File: src/rtl/fp_mul_param.sv
// Parametrised floating-point multiplier: serial operand load, shift-add significand
// multiply, normalise, round. Rounding mode selected by FPMUL_ROUND_NEAREST_EN.
module fp_mul_param #(
  parameter int EXP_W = 8,
  parameter int MAN_W = 23,
  localparam int W = 1 + EXP_W + MAN_W
) (
  input  logic         clk,
  input  logic         rst,
  input  logic         start,
  input  logic [W-1:0] inBus,
  input  logic         inReady,
  output logic         inAccept,
  output logic [W-1:0] outBus,
  output logic         resultReady,
  input  logic         resultAccepted,
  output logic [3:0]   flags
);

  localparam int SW = MAN_W + 1;
  localparam int PW = 2 * SW;
  localparam int XW = EXP_W + 2;
  localparam int CW = $clog2(SW + 1);
  localparam logic signed [XW-1:0] EXP_BIAS = XW'((1 << (EXP_W - 1)) - 1);
  localparam logic signed [XW-1:0] EXP_ALL  = XW'((1 << EXP_W) - 1);

  typedef enum logic [2:0] {LOAD_A, LOAD_B, ARMED, MUL, NORM, ROUND, DONE} state_t;

  state_t                r_state;
  logic [W-1:0]          r_a;
  logic [W-1:0]          r_b;
  logic                  r_wait_low;
  logic [PW-1:0]         r_prod;
  logic [PW-1:0]         r_mcand;
  logic [SW-1:0]         r_mplier;
  logic [CW-1:0]         r_cnt;
  logic signed [XW-1:0]  r_exp;
  logic                  r_sign;
  logic                  r_special;
  logic [W-1:0]          r_spec_word;
  logic [3:0]            r_spec_flags;
  logic                  r_in_accept;
  logic [W-1:0]          r_out;
  logic [3:0]            r_flags;
  logic                  r_ready;

  logic [EXP_W-1:0]      w_a_exp, w_b_exp;
  logic [MAN_W-1:0]      w_a_frac, w_b_frac;
  logic                  w_a_zero, w_b_zero, w_a_inf, w_b_inf, w_a_nan, w_b_nan;
  logic                  w_sign;
  logic [W-1:0]          w_qnan;
  logic signed [XW-1:0]  w_exp_sum;
  logic                  w_is_special;
  logic [W-1:0]          w_spec_word;
  logic [3:0]            w_spec_flags;

  assign w_a_exp  = r_a[W-2:MAN_W];
  assign w_b_exp  = r_b[W-2:MAN_W];
  assign w_a_frac = r_a[MAN_W-1:0];
  assign w_b_frac = r_b[MAN_W-1:0];
  // A zero exponent covers subnormals too: they are flushed to signed zero.
  assign w_a_zero = (w_a_exp == '0);
  assign w_b_zero = (w_b_exp == '0);
  assign w_a_inf  = (&w_a_exp) && (w_a_frac == '0);
  assign w_b_inf  = (&w_b_exp) && (w_b_frac == '0);
  assign w_a_nan  = (&w_a_exp) && (w_a_frac != '0);
  assign w_b_nan  = (&w_b_exp) && (w_b_frac != '0);
  assign w_sign   = r_a[W-1] ^ r_b[W-1];
  assign w_qnan   = {1'b0, {EXP_W{1'b1}}, 1'b1, {(MAN_W-1){1'b0}}};
  assign w_exp_sum = $signed({2'b00, w_a_exp}) + $signed({2'b00, w_b_exp}) - EXP_BIAS;

  always_comb begin
    w_is_special = 1'b1;
    w_spec_word  = w_qnan;
    w_spec_flags = 4'b0000;
    if (w_a_nan || w_b_nan) begin
      w_spec_word = w_qnan;
    end else if ((w_a_inf && w_b_zero) || (w_b_inf && w_a_zero)) begin
      w_spec_flags = 4'b1000;
    end else if (w_a_inf || w_b_inf) begin
      w_spec_word = {w_sign, {EXP_W{1'b1}}, {MAN_W{1'b0}}};
    end else if (w_a_zero || w_b_zero) begin
      w_spec_word = {w_sign, {(W-1){1'b0}}};
    end else begin
      w_is_special = 1'b0;
    end
  end

  // Normalised product: bit PW-2 is the hidden one, fraction follows, then guard/sticky.
  logic [MAN_W-1:0]      w_frac;
  logic                  w_guard, w_sticky, w_round_up, w_inexact;
  logic [MAN_W:0]        w_mant;
  logic signed [XW-1:0]  w_exp_rnd;
  logic [W-1:0]          w_res_word;
  logic [3:0]            w_res_flags;

  assign w_frac    = r_prod[PW-3 -: MAN_W];
  assign w_guard   = r_prod[PW-3-MAN_W];
  assign w_sticky  = |r_prod[PW-4-MAN_W:0];
  assign w_inexact = w_guard | w_sticky;
`ifdef FPMUL_ROUND_NEAREST_EN
  assign w_round_up = w_guard & (w_sticky | w_frac[0]);
`else
  assign w_round_up = 1'b0;
`endif
  assign w_mant    = {1'b0, w_frac} + {{MAN_W{1'b0}}, w_round_up};
  assign w_exp_rnd = r_exp + $signed({{(XW-1){1'b0}}, w_mant[MAN_W]});

  always_comb begin
    w_res_word  = {r_sign, w_exp_rnd[EXP_W-1:0], w_mant[MAN_W-1:0]};
    w_res_flags = {3'b000, w_inexact};
    if (w_exp_rnd >= EXP_ALL) begin
      w_res_word  = {r_sign, {EXP_W{1'b1}}, {MAN_W{1'b0}}};
      w_res_flags = 4'b0101;
    end else if (w_exp_rnd[XW-1] || (w_exp_rnd == '0)) begin
      w_res_word  = {r_sign, {(W-1){1'b0}}};
      w_res_flags = 4'b0011;
    end
  end

  always_ff @(posedge clk or posedge rst) begin
    if (rst) begin
      r_state      <= LOAD_A;
      r_a          <= '0;
      r_b          <= '0;
      r_wait_low   <= 1'b0;
      r_prod       <= '0;
      r_mcand      <= '0;
      r_mplier     <= '0;
      r_cnt        <= '0;
      r_exp        <= '0;
      r_sign       <= 1'b0;
      r_special    <= 1'b0;
      r_spec_word  <= '0;
      r_spec_flags <= '0;
      r_in_accept  <= 1'b0;
      r_out        <= '0;
      r_flags      <= '0;
      r_ready      <= 1'b0;
    end else begin
      r_in_accept <= 1'b0;
      // A held inReady must drop before the loader takes another word.
      if (!inReady) r_wait_low <= 1'b0;
      case (r_state)
        LOAD_A: if (inReady && !r_wait_low) begin
          r_a         <= inBus;
          r_in_accept <= 1'b1;
          r_wait_low  <= 1'b1;
          r_state     <= LOAD_B;
        end
        LOAD_B: if (inReady && !r_wait_low) begin
          r_b         <= inBus;
          r_in_accept <= 1'b1;
          r_wait_low  <= 1'b1;
          r_state     <= ARMED;
        end
        ARMED: if (start) begin
          r_sign       <= w_sign;
          r_exp        <= w_exp_sum;
          r_prod       <= '0;
          r_mcand      <= {{SW{1'b0}}, 1'b1, w_a_frac};
          r_mplier     <= {1'b1, w_b_frac};
          r_cnt        <= '0;
          r_special    <= w_is_special;
          r_spec_word  <= w_spec_word;
          r_spec_flags <= w_spec_flags;
          r_state      <= w_is_special ? ROUND : MUL;
        end
        MUL: begin
          if (r_mplier[0]) r_prod <= r_prod + r_mcand;
          r_mcand  <= r_mcand << 1;
          r_mplier <= r_mplier >> 1;
          r_cnt    <= r_cnt + CW'(1);
          if (r_cnt == CW'(SW - 1)) r_state <= NORM;
        end
        NORM: begin
          // The bit shifted out is folded into bit 0 so it still reaches sticky.
          if (r_prod[PW-1]) begin
            r_prod <= {1'b0, r_prod[PW-1:2], r_prod[1] | r_prod[0]};
            r_exp  <= r_exp + XW'(1);
          end
          r_state <= ROUND;
        end
        ROUND: begin
          r_out   <= r_special ? r_spec_word  : w_res_word;
          r_flags <= r_special ? r_spec_flags : w_res_flags;
          r_state <= DONE;
        end
        DONE: begin
          if (!r_ready) begin
            r_ready <= 1'b1;
          end else if (resultAccepted) begin
            r_ready <= 1'b0;
            r_a     <= '0;
            r_b     <= '0;
            r_state <= LOAD_A;
          end
        end
        default: r_state <= LOAD_A;
      endcase
    end
  end

  assign inAccept    = r_in_accept;
  assign outBus      = r_out;
  assign resultReady = r_ready;
  assign flags       = r_flags;

endmodule

File: config.mk
export PLATFORM = sky130hd
export DESIGN_NAME = fp_mul_param
export DESIGN_NICKNAME = d
export VERILOG_FILES = /design/src/rtl/fp_mul_param.sv
export SDC_FILE = /design/constraint.sdc
export NUM_CORES = 1
export LEC_CHECK = 0
export CORE_ASPECT_RATIO = 1.2
export CORE_MARGIN = 4
export CORE_UTILIZATION = 25
export CTS_BUF_LIST = sky130_fd_sc_hd__clkbuf_4 sky130_fd_sc_hd__clkbuf_8
export CTS_CLUSTER_SIZE = 20
export DETAILED_ROUTE_END_ITERATION = 8
export GPL_ROUTABILITY_DRIVEN = 1
export PLACE_DENSITY = 0.49
export SETUP_SLACK_MARGIN = 0.05
export SYNTH_ARGS = -nofsm -noshare
export SYNTH_HDL_FRONTEND = slang
export SYNTH_SLANG_ARGS = --single-unit
export TNS_END_PERCENT = 30
File: constraint.sdc
create_clock -name clk -period 11 [get_ports clk]
set_input_delay 2.75 -clock clk [delete_from_list [all_inputs] [get_ports clk]]
set_output_delay 2.75 -clock clk [all_outputs]
set_load 0.005 [all_outputs]
==> flow_metrics.env <==
export IMPL_pwr_share_clk_pct=20.0
export IMPL_rr_endpoint="r_prod[13]$_DFFE_PP0P_"
export IMPL_gr_total_overflow=0
export IMPL_clock_latency_ns=0.62
export IMPL_yosysSeqAreaShare_pct=45.32
export IMPL_die_w_um=221.2
export IMPL_htreeDepth=2
export IMPL_drc_errors=0
export IMPL_dp_hpwl_mm=26.58
export IMPL_synth_edf_count=0
export IMPL_maxSlewHeadroom_pct=34.61
export IMPL_die_h_um=263.9
export IMPL_fin_skew_ns=0.02506
export IMPL_hold_start="flags[3]$_DFFE_PP0P_"
export IMPL_status="completed"
export IMPL_regToRegSetupSlack_ns=7.22
export IMPL_drive_gt1_share_pct=7.465
export IMPL_grt_max_degree=135
export IMPL_async_flop_share_pct=100.0
export IMPL_rsz0062_at_grt="no"
export IMPL_critPathRequiredTime_ns=11.51
export IMPL_fp_row_count=93
export IMPL_wl_mm=37.44
export IMPL_cts_setup_buffers=0
export IMPL_clk_path_buf_depth=3
export IMPL_fillers=5681
export IMPL_synth_cell_types=66
export IMPL_synth_area_per_cell_sq_um=8.991
export IMPL_worstReg2RegStart="r_state[1]$_DFFE_PP0P_"
export IMPL_worstRegToRegCells=9
export IMPL_initial_utilization_pct=25.32
export IMPL_synthCells=1517
export IMPL_crit_path_max_fanout=34
export IMPL_critical_path_arrival_ns=5.82
export IMPL_p_per_area_nw_per_um2=305.5
export IMPL_portBuffers=74
export IMPL_end_kind="register"
export IMPL_internal_power_w=0.002799
export IMPL_cts_hold_buf=0
export IMPL_grtUsageTotal_pct=12.65
export IMPL_cts_resized=0
export IMPL_firstDrtPassIters=6
export IMPL_maxCapViolCount=0
export IMPL_postRouteAntennaNets=0
export IMPL_num_antenna_cells=0
export IMPL_wl_met1_mm=17.35
export IMPL_vdd_ir_drop_worst_mv=0.1184
export IMPL_core_area_sq_um=53880
export IMPL_drt_vias_per_instance=4.839
export IMPL_ys_flop_type="dfrtp_1"
export IMPL_drtIter0Drc=835
export IMPL_finalHoldViolCount=0
export IMPL_synth_top_area_share_pct=45.32
export IMPL_area_growth_pct=17.96
export IMPL_fin_setup_tns_ns=0
export IMPL_wire_per_inst_um=16.24
export IMPL_multiInputGateArea_sq_um=7022
export IMPL_synth_most_common_cell="dfrtp_1"
export IMPL_cellLeakagePower_nw=7.081
export IMPL_clkSinkCount=247
export IMPL_antenna_found_initial=0
export IMPL_slew_viol_final=0
export IMPL_synth_common_cells="dfrtp_1 (247), nand2_1 (240), o21ai_0 (206)"
export IMPL_clock_fmax_ghz=0.1883
export IMPL_gp_congestion=0.8438
export IMPL_switching_power_w=0.002116
export IMPL_hold_end="flags[3]$_DFFE_PP0P_"
export IMPL_die_area_sq_um=58370
export IMPL_swShare_pct=43.04
export IMPL_route_met2_wl_mm=17.82
export IMPL_top_layer="met4"
export IMPL_cts_tree="done"
export IMPL_cts_reportedPaths_clkPinSlew_ns=0.06
export IMPL_wl_met3_mm=1.512
export IMPL_cts_buffers=47
export IMPL_via_count=11159
export IMPL_setup_ws_ns=5.690
export IMPL_synth_top_area_cell="dfrtp_1"
export IMPL_ys_top_cells_by_area="dfrtp_1 (45%), o21ai_0 (7.6%), nand2_1 (6.6%)"
export IMPL_grt_pass1_wl_mm=61.95
export IMPL_period_share_pct=48.27
export IMPL_min_path_cells=2
export IMPL_period_minus_slack_ns=5.310
export IMPL_hold_path_class="register to register"
export IMPL_grt_pass1_vias=11281
export IMPL_area_sequential_sq_um=6181
export IMPL_yosys_warnings=0
export IMPL_setup_violations_final=0
export IMPL_cts_root_buf="clkbuf_8"
export IMPL_path_class="input port to register"
export IMPL_power_frac_comb_pct=45.8
export IMPL_fin_nets=1665
export IMPL_pwr_share_seq_pct=34.2
export IMPL_synth_seq_cells=247
export IMPL_syn_cell_area_sq_um=13640
export IMPL_worstMarginPinSlew_ns=0.9809
export IMPL_synth_net_count=1621
export IMPL_cp_start_kind="input port"
export IMPL_post_place_ws_ns=5.062
export IMPL_pin_count=75
-- cell type report --
class	count	area share [%]
repair buffers	87	5.210
clock buffers	70	5.560
inverters	31	0.7699
flip-flops and latches	247	38.42
well taps	712	5.537
clock inverters	12	0.8632
multi-input cells	1147	43.64
-- power groups by stage --
stage / registers (W) / logic, W / clock network (W)
after global placement: 0.00169 / 0.00223 / 0
after global routing: 0.00174 / 0.00256 / 0.00106
after floorplan: 0.00154 / 0.00172 / 0
after CTS: 0.00168 / 0.00227 / 0.00102
after detailed placement: 0.00170 / 0.00225 / 0
final: 0.00168 / 0.00225 / 0.000985
-- registers in the layout (all words and copies together) (netlist names), 5 cells and up --
name	flops
r_b	32
r_mplier	24
r_mcand	48
r_exp	10
r_a	32
r_cnt	5
r_prod	48
outBus	32
-- kinds of logic after synthesis --
group / synth area share (%)
xor gates and xnor gates: 3.147
and+or+nand+nor: 14.95
AOI/OAI and AO/OA: 23.26
DFF: 45.32
buffers and inverters: 3.532
muxes: 3.532
adders and majority gates: 6.256
-- critical path, cell delays in order --
cell and delay (ns):
clkdlybuf4s50_1 0.49, nand2b_1 0.09, nor3b_2 0.16, buf_4 0.30, a21oi_2 0.05, buf_4 0.26, nand2_1 0.16, o21a_1 0.80
buf_4 0.41, o221ai_1 0.16, o21a_1 0.14
-- layout by cell type, fill, tap and decap left out, types with 4 or more instances in the layout --
| master | instances |
|---|---|
| inv_1 | 30 |
| xor2_1 | 15 |
| o22ai_1 | 8 |
| a21oi_1 | 115 |
| nand2_1 | 240 |
| a221oi_1 | 8 |
| clkbuf_8 | 59 |
| o21bai_1 | 10 |
| o31ai_1 | 4 |
| a221o_1 | 4 |
| or2_2 | 5 |
| nor3_1 | 10 |
| xnor2_1 | 34 |
| nor4_1 | 20 |
| clkdlybuf4s50_1 | 74 |
| dfrtp_1 | 247 |
| a22o_1 | 49 |
| a211oi_1 | 5 |
| mux2i_1 | 47 |
| or3_1 | 4 |
| a21boi_0 | 5 |
| nor2b_1 | 5 |
| o21ai_0 | 206 |
| and2_1 | 5 |
| nand4_1 | 21 |
| nand2b_1 | 7 |
| o21a_1 | 12 |
| a31oi_1 | 12 |
| clkbuf_4 | 11 |
| ha_1 | 65 |
| nand3_1 | 19 |
| and3_1 | 10 |
| clkinv_2 | 6 |
| o21ai_1 | 4 |
| buf_4 | 13 |
| nor2_1 | 112 |
| a21o_1 | 37 |
-- metal layers --
layer / up-vias / global-route usage, %
met2: 226 / 20.89
met5: - / 0
met3: 60 / 2.256
met1: 5360 / 17.07
li1: 5513 / -
met4: 0 / 3.594
-- stage by stage --
stage | utilization [%] | cells | instance area, sq um | hold WS [ns] | power (W)
global placement | 27.95 | 2224 | 15060 | 0.4571 | 0.003919
finish | 29.86 | 2306 | 16090 | 0.4627 | 0.004915
global route | 29.86 | 2306 | 16090 | 0.4866 | 0.005352
detailed placement | 27.95 | 2224 | 15060 | 0.4559 | 0.003948
CTS | 29.86 | 2306 | 16090 | 0.4695 | 0.004967
floorplan | - | 1517 | 13640 | 0.4492 | 0.003254
-- worst max path at each step --
stage / from / end / slack [ns] / depth (start not counted)
detailed placement: start / r_prod[13]$_DFFE_PP0P_ / 5.06 / 11
floorplan: rst / flags[0]$_DFFE_PP0P_ / 1.46 / 1
CTS: start / r_prod[13]$_DFFE_PP0P_ / 5.75 / 11
global placement: start / r_prod[13]$_DFFE_PP0P_ / 5.13 / 11
global route: start / r_prod[13]$_DFFE_PP0P_ / 5.50 / 11
finish: start / r_prod[13]$_DFFE_PP0P_ / 5.69 / 11
Power figures use the tool's default switching activity.
